==> config.mk <==
export PLATFORM = sky130hd
export DESIGN_NAME = control_unit
export DESIGN_NICKNAME = d
export VERILOG_FILES = /design/src/rtl/cpu_pkg.sv /design/src/rtl/control_unit.sv
export SDC_FILE = /design/constraint.sdc
export NUM_CORES = 1
export LEC_CHECK = 0
export CORE_MARGIN = 2
export CORE_UTILIZATION = 46
export CTS_BUF_LIST = sky130_fd_sc_hd__clkbuf_4 sky130_fd_sc_hd__clkbuf_8
export DETAILED_ROUTE_END_ITERATION = 8
export PLACE_DENSITY = 0.81
export SLEW_MARGIN = 10
export SYNTH_ARGS = -nofsm -noshare
export SYNTH_HDL_FRONTEND = slang
export SYNTH_SLANG_ARGS = --single-unit
==> constraint.sdc <==
create_clock -name clk -period 2.4 [get_ports clk]
set_input_delay 0.72 -clock clk [delete_from_list [all_inputs] [get_ports clk]]
set_output_delay 0.72 -clock clk [all_outputs]
set_load 0.05 [all_outputs]
==> src/rtl/cpu_pkg.sv <==
// Shared definitions for the accumulator CPU control path: opcodes, ALU selects
// and the sequencer state encoding.
package cpu_pkg;

    localparam logic [2:0] OP_NOR  = 3'b000;
    localparam logic [2:0] OP_ADD  = 3'b001;
    localparam logic [2:0] OP_STA  = 3'b010;
    localparam logic [2:0] OP_JCC  = 3'b011;
    localparam logic [2:0] OP_LDA  = 3'b100;
    localparam logic [2:0] OP_NOP1 = 3'b101;
    localparam logic [2:0] OP_NOP2 = 3'b110;
    localparam logic [2:0] OP_HLT  = 3'b111;

    localparam logic [1:0] UAL_NOR  = 2'b00;
    localparam logic [1:0] UAL_ADD  = 2'b01;
    localparam logic [1:0] UAL_PASS = 2'b10;

    typedef enum logic [2:0] {
        StInit,
        StFetch,
        StDecode,
        StExec,
        StAlu,
        StHalt
    } state_e;

    function automatic logic is_alu_op(input logic [2:0] op);
        return (op == OP_NOR) || (op == OP_ADD) || (op == OP_LDA);
    endfunction

endpackage

==> src/rtl/control_unit.sv <==
// Multi-cycle sequencer for the accumulator CPU: state register, strobe decode
// and retired-instruction counter.
module control_unit
    import cpu_pkg::*;
#(
    parameter int unsigned CNT_W = 16
) (
    input  logic             clk,
    input  logic             rst,
    input  logic             ce,
    input  logic [2:0]       code_op,
    input  logic             carry,
    output logic             load_RI,
    output logic             load_ACC,
    output logic             load_carry,
    output logic             init_carry,
    output logic [1:0]       sel_UAL,
    output logic             en_mem,
    output logic             w_mem,
    output logic             sel_ADR,
    output logic             load_PC,
    output logic             init_PC,
    output logic             inc_PC,
    output logic             halted,
    output logic [CNT_W-1:0] instr_cnt
);

    state_e           state_q, state_d;
    logic [CNT_W-1:0] cnt_q;
    logic             retire;

    logic       ri_s, acc_s, lcarry_s, icarry_s, en_s, w_s, adr_s, lpc_s, ipc_s, inc_s;
    logic [1:0] ual_s;

    always_comb begin
        state_d  = state_q;
        retire   = 1'b0;
        ri_s     = 1'b0;
        acc_s    = 1'b0;
        lcarry_s = 1'b0;
        icarry_s = 1'b0;
        ual_s    = UAL_NOR;
        en_s     = 1'b0;
        w_s      = 1'b0;
        adr_s    = 1'b0;
        lpc_s    = 1'b0;
        ipc_s    = 1'b0;
        inc_s    = 1'b0;
        unique case (state_q)
            StInit: begin
                ipc_s    = 1'b1;
                icarry_s = 1'b1;
                state_d  = StFetch;
            end
            StFetch: begin
                en_s    = 1'b1;
                state_d = StDecode;
            end
            StDecode: begin
                ri_s    = 1'b1;
                inc_s   = 1'b1;
                state_d = StExec;
            end
            StExec: begin
                if (is_alu_op(code_op)) begin
                    adr_s   = 1'b1;
                    en_s    = 1'b1;
                    state_d = StAlu;
                end else begin
                    retire  = 1'b1;
                    state_d = (code_op == OP_HLT) ? StHalt : StFetch;
                    if (code_op == OP_STA) begin
                        adr_s = 1'b1;
                        en_s  = 1'b1;
                        w_s   = 1'b1;
                    end
                    // Conditional jump: taken on clear carry, carry is consumed either way
                    if (code_op == OP_JCC) begin
                        lpc_s    = ~carry;
                        icarry_s = 1'b1;
                    end
                end
            end
            StAlu: begin
                acc_s    = 1'b1;
                lcarry_s = (code_op == OP_ADD);
                retire   = 1'b1;
                state_d  = StFetch;
                case (code_op)
                    OP_ADD:  ual_s = UAL_ADD;
                    OP_LDA:  ual_s = UAL_PASS;
                    default: ual_s = UAL_NOR;
                endcase
            end
            StHalt: state_d = StHalt;
            default: state_d = StInit;
        endcase
    end

    assign load_RI    = ri_s & ce;
    assign load_ACC   = acc_s & ce;
    assign load_carry = lcarry_s & ce;
    assign init_carry = icarry_s & ce;
    assign sel_UAL    = ual_s & {2{ce}};
    assign en_mem     = en_s & ce;
    assign w_mem      = w_s & ce;
    assign sel_ADR    = adr_s & ce;
    assign load_PC    = lpc_s & ce;
    assign init_PC    = ipc_s & ce;
    assign inc_PC     = inc_s & ce;
    assign halted     = (state_q == StHalt);
    assign instr_cnt  = cnt_q;

    always_ff @(posedge clk or negedge rst) begin
        if (!rst) begin
            state_q <= StInit;
            cnt_q   <= '0;
        end else if (ce) begin
            state_q <= state_d;
            if (retire) begin
                cnt_q <= cnt_q + CNT_W'(1);
            end
        end
    end

endmodule

# Word-level counts from Yosys, hierarchy flattened
# Index checks and enable logic that the tools add are counted.
# classes
n_addsub	1
eq_ne	10
n_mux	23
n_bitwise	11
n_reduce_logical	6
# ops
op	n
adder 16 x 1 -> 16 bit (second input constant)	1
two-way mux 1 bit	15
one-hot mux 3 bit (5 select lines)	1
equality test 3 x 2 -> 1 bit (second input constant)	4
equality test 3 bit (second input constant)	4
bitwise AND 1 bit	9
equality test 3 x 1 -> 1 bit (second input constant)	2
logical NOT 3 bit	2
two-way mux 3 bit	2
one-hot mux 1 bit (2 select lines)	3
one-hot mux 2 bit (2 select lines)	1
bitwise AND 2 bit	1
logical OR 1 bit	2
two-way mux 2 bit	1
AND reduction 2 bit	1
OR reduction 2 bit	1
inverter 1 bit	1
# word_totals
register_bits	19
out_inout_bits	29
elab_cells	53

# Logic depth before layout (Yosys ltp)
# logic_depth
depth_word	6
ltp_mapped	6
mapped_depth_nobuf	5

# Worst setup path before layout
# OpenSTA, ideal clock, no wires.
# synth_path
path_type	in2out
from	input port ce
to	output port sel_UAL[0]
arrival_time_ns	3.139
required_time_ns	1.680
slack_ns	-1.459
path_stages	3
path_buffers	1
cell_sequence	nand4bb_1 > nor4b_1 > buf_4
# synth_between
elab_chain_len	1
# synth_lines
element	line	source
start, declared	control_unit.sv:10	input logic ce,
bitwise AND 2 bit	control_unit.sv:104	assign sel_UAL = ual_s & {2{ce}};
end, declared	control_unit.sv:17	output logic [1:0] sel_UAL,
# Every way passes these cells.

# Worst setup path in the final report
# layout_path
from	input port code_op[1]
to	output port en_mem
# layout_between
elab_chain_len	6
word_cells_on_any_way	10
classes_between	3 x eq/ne; 3 x mux; 1 x bitwise; 3 x reduce/logical
# layout_lines
element	line	source
start, declared	control_unit.sv:11	input logic [2:0] code_op,
equality test 3 x 1 -> 1 bit / logical NOT 3 bit (equally long branches)	cpu_pkg.sv:28	return (op == OP_NOR) || (op == OP_ADD) || (op == OP_LDA);
logical OR 1 bit (2 in series)	cpu_pkg.sv:28	
two-way mux 1 bit *	control_unit.sv:65	if (is_alu_op(code_op)) begin
one-hot mux 1 bit (2 select lines) *	control_unit.sv:49	unique case (state_q)
bitwise AND 1 bit *	control_unit.sv:105	assign en_mem = en_s & ce;
end, declared	control_unit.sv:18	output logic en_mem,
# Mark *: on every way between the ends. The rest lies on a longest branch, timed or not.

==> parameters.txt <==
Parameter                              Value

Floorplanning
  Number of I/O pins    36
  Standard cell core area    approximately 2200 um^2
  Initial core utilization    47.9%
  Die Outline Area    2680 um^2
  Rows    17
  Die boundary height    51.8 um
  Width of the chip    between 50 and 60 um

Layout
  Final standard cell count with taps included and fillers excluded    185
  Utilization of the core after routing    roughly four fifths
  Fin area    around 1800 um^2
  Post-layout nets    166
  Ratio of cells with drive above 1 in the final layout    37.6%
  Most frequent cells in the layout    sky130_fd_sc_hd__buf_4, sky130_fd_sc_hd__clkdlybuf4s50_1, sky130_fd_sc_hd__dfrtp_1, sky130_fd_sc_hd__xnor2_1, sky130_fd_sc_hd__buf_12
  Antenna diode count    0
  Growth of design area from synthesis to finish    70.0%
  Commonest non-fill, non-tap cell in the layout    sky130_fd_sc_hd__buf_4

CTS
  Hold buffer count at cts    0
  Worst-Skew Late Latency    0.31 ns
  TritonCTS sink count    19
  Maximum buffer depth of the clock tree    2
  CTS HTree Levels    1
  Clock tree from TritonCTS    built
  Clock root buffer master    sky130_fd_sc_hd__clkbuf_4
  Clock-pin slew reported for the worst setup and hold paths after clock tree synthesis    0.11 ns
  Clock buffers created by TritonCTS    3

Worst hold path
  Worst hold stages    1
  Type of the tightest min-delay check    flop to flop

Yosys
  Post-Syn Nets    113
  Number of flip-flops and latches in the synthesized netlist    19
  Synth Area per Inst    10.0 um^2
  Proportion of synthesized chip area in sequential cells    45.3%
  Async set-or-reset flop fraction in the synthesized netlist    100%
  Netlist cell types    32
  Post-Synthesis Cells    105
  Netlist area before placement    1050 um^2
  Synthesis Warnings    0
  Count of flip-flops with a built-in enable after synthesis    0
  Ys flop type    sky130_fd_sc_hd__dfrtp_1

Power and ir drop
  Internal cell power    0.795 mW
  Peak ir drop on the vdd network    0.678 mV
  Power density over the cells    approximately 800 nW/um^2
  Final Total Pwr    1.43 mW
  Sequential cell fraction of total power    32.3%
  Leakage power    around 0.77 nW
  Share of power burned in combinational logic    56.1%
  Net switching power of the design    0.636 mW
  Fraction of power spent switching nets    44.5%
  Proportion of power drawn by the clock network    11.6%

Setup path
  Crit path max-delay family    adder cells
  WS Path Type    input pin to output pin
  Depth of the worst register-to-register path    5
  Cell-by-cell trace of the critical path    buf_2 > maj3_2 > a211oi_4 > buf_12
  Buf/Inv on CP    2
  Critical path depth    4
  Largest incremental delay on the critical path    around 0.34 ns
  WP data required    1.68 ns
  Endpoint arrival time on the critical path    ~1.7 ns
  Startpoint kind of the worst setup timing path    input pin
  Slowest-stage cell, CP    sky130_fd_sc_hd__maj3_2
  Largest fanout on the critical path    3
  Capturing element type of the critical path    output pin

Placement
  Port-buffer cells    35
  Global placer's final weighted congestion    0.758
  Placed inst area    1690 um^2
  HPWL Detailed    2030 um
  Total instance count after detailed placement    174

Status
  Result of the run    completed

Route
  DR vias    1001
  Initial detailed-routing violation count    10
  Mean number of vias per cell    5.41
  ANT nets after route    0
  Remaining DRCs    0
  Detailed-routing iteration count for the pre-antenna-repair pass    4
  Per-cell routed wire length    15.3 um
  Final wirelength    2830 um

Timing
  Post-Route Skew    approximately 0.008 ns
  Max transition margin    between 60 and 70%
  Pins Over Slew Limit    0
  Transition time at the pin with the least slew margin    0.585 ns
  Maximum clock frequency    420 MHz
  Worst hold slack across all endpoints    0.478 ns
  Final count of hold timing violations    0
  Endpoints failing setup    0
  Period Utilization, post-route    99.3%
  Minimum clock period after layout    2.38 ns

GRT
  Global-route congestion overflow total    0
  Total global routing track utilization    approximately 22%
  Wire length of the first global-routing pass    approximately 4400 um
  Vias in the first global route    985
  Number of antenna violations at the first check in global routing    0
  Pin count of the biggest net entering global routing    20

Flow run
  Number of max-cap violations    0
## power groups by stage
stage	sequential (mW)	combinational, mW	clock [mW]
2_1_floorplan	0.543	0.343	0
3_3_place_gp	0.475	0.690	0
3_5_place_dp	0.476	0.712	0
4_1_cts	0.460	0.750	0.172
5_1_grt	0.470	0.839	0.183
6_report	0.462	0.802	0.167
## per-stage QoR
step / setup slack [ns] / TNS [ns]
after floorplan: -0.142 / -0.309
after CTS: 0.00179 / 0
after global routing: -0.0124 / -0.0124
after detailed placement: -0.524 / -6.67
after global placement: -0.497 / -5.91
final: 0.0166 / 0
## per-layer routing
| layer | global-route usage [%] | share of wire, % | vias to the layer above |
|---|---|---|---|
| li1 | - | - | 477 |
| met2 | 39.1 | 53 | 40 |
| met1 | 27.1 | 40 | 480 |
| met3 | 5.46 | 6.1 | 4 |
| met4 | 7.02 | 1.1 | 0 |
| met5 | 0 | 0 | - |
## cell families (layout without fill, tap and decap cells)
logic type                 after synthesis  after routing  share of synthesized area (%)
buffers and inverters                    8             60                           4.05
muxes                                    1              1                           1.07
xor gates and xnor gates                15             15                           12.5
adders and majority gates                2              2                           2.15
AOI/OAI and AO/OA                       10             10                           7.03
DFF                                     19             19                           45.3
and+or+nand+nor                         50             50                           27.9
## final cells by class
type / instances / area (um^2)
timing repair buffer: 53 / 596
clock inverter: 1 / 5.00
sequential: 19 / 479
multi-input combinational: 78 / 636
fill: 132 / 407
clock buffer: 3 / 22.5
inverter: 3 / 11.3
tap: 28 / 35.0
## final timing paths
kind	from	end	slack (ns)
worst max register to register	state_q[0]$_DFFE_PN0P_	instr_cnt[1]$_DFFE_PN0P_	0.67
min in group asynchronous	rst	instr_cnt[8]$_DFFE_PN0P_	0.74
worst min register to register	instr_cnt[15]$_DFFE_PN0P_	instr_cnt[15]$_DFFE_PN0P_	0.48
worst max-delay path	code_op[1]	en_mem	0.02
worst min-delay path	instr_cnt[15]$_DFFE_PN0P_	instr_cnt[15]$_DFFE_PN0P_	0.48
max in group asynchronous	rst	state_q[1]$_DFFE_PN0P_	1.44
## registers in the layout, summed over array words and instances, names as in the netlist
register   count
instr_cnt     16
state_q        3
## what timing repair did
item,4_1_cts,5_1_grt
gates resized for setup,21,6
setup buffers,3,4
endpoints found under the setup margin,12,5
endpoints found under the hold margin,0,0
pin swaps,3,4
## cells in the mapped netlist, types with 2 or more instances
master / number / share of area, %
sky130_fd_sc_hd__nor2_1: 7 / 2.5
sky130_fd_sc_hd__nor3b_1: 2 / 1.4
sky130_fd_sc_hd__xnor2_1: 14 / 12
sky130_fd_sc_hd__nor4b_1: 2 / 1.7
sky130_fd_sc_hd__dfrtp_1: 19 / 45
sky130_fd_sc_hd__nand3_1: 6 / 2.9
sky130_fd_sc_hd__and3_1: 7 / 4.2
sky130_fd_sc_hd__nand4_1: 8 / 4.8
sky130_fd_sc_hd__o21ai_0: 4 / 1.9
sky130_fd_sc_hd__nor3_1: 2 / 0.95
sky130_fd_sc_hd__nand2_1: 7 / 2.5
sky130_fd_sc_hd__and2_1: 2 / 1.2
sky130_fd_sc_hd__buf_4: 3 / 2.1
sky130_fd_sc_hd__o31ai_1: 2 / 1.4
sky130_fd_sc_hd__inv_1: 3 / 1.1
(Power assumes the default switching activity.)
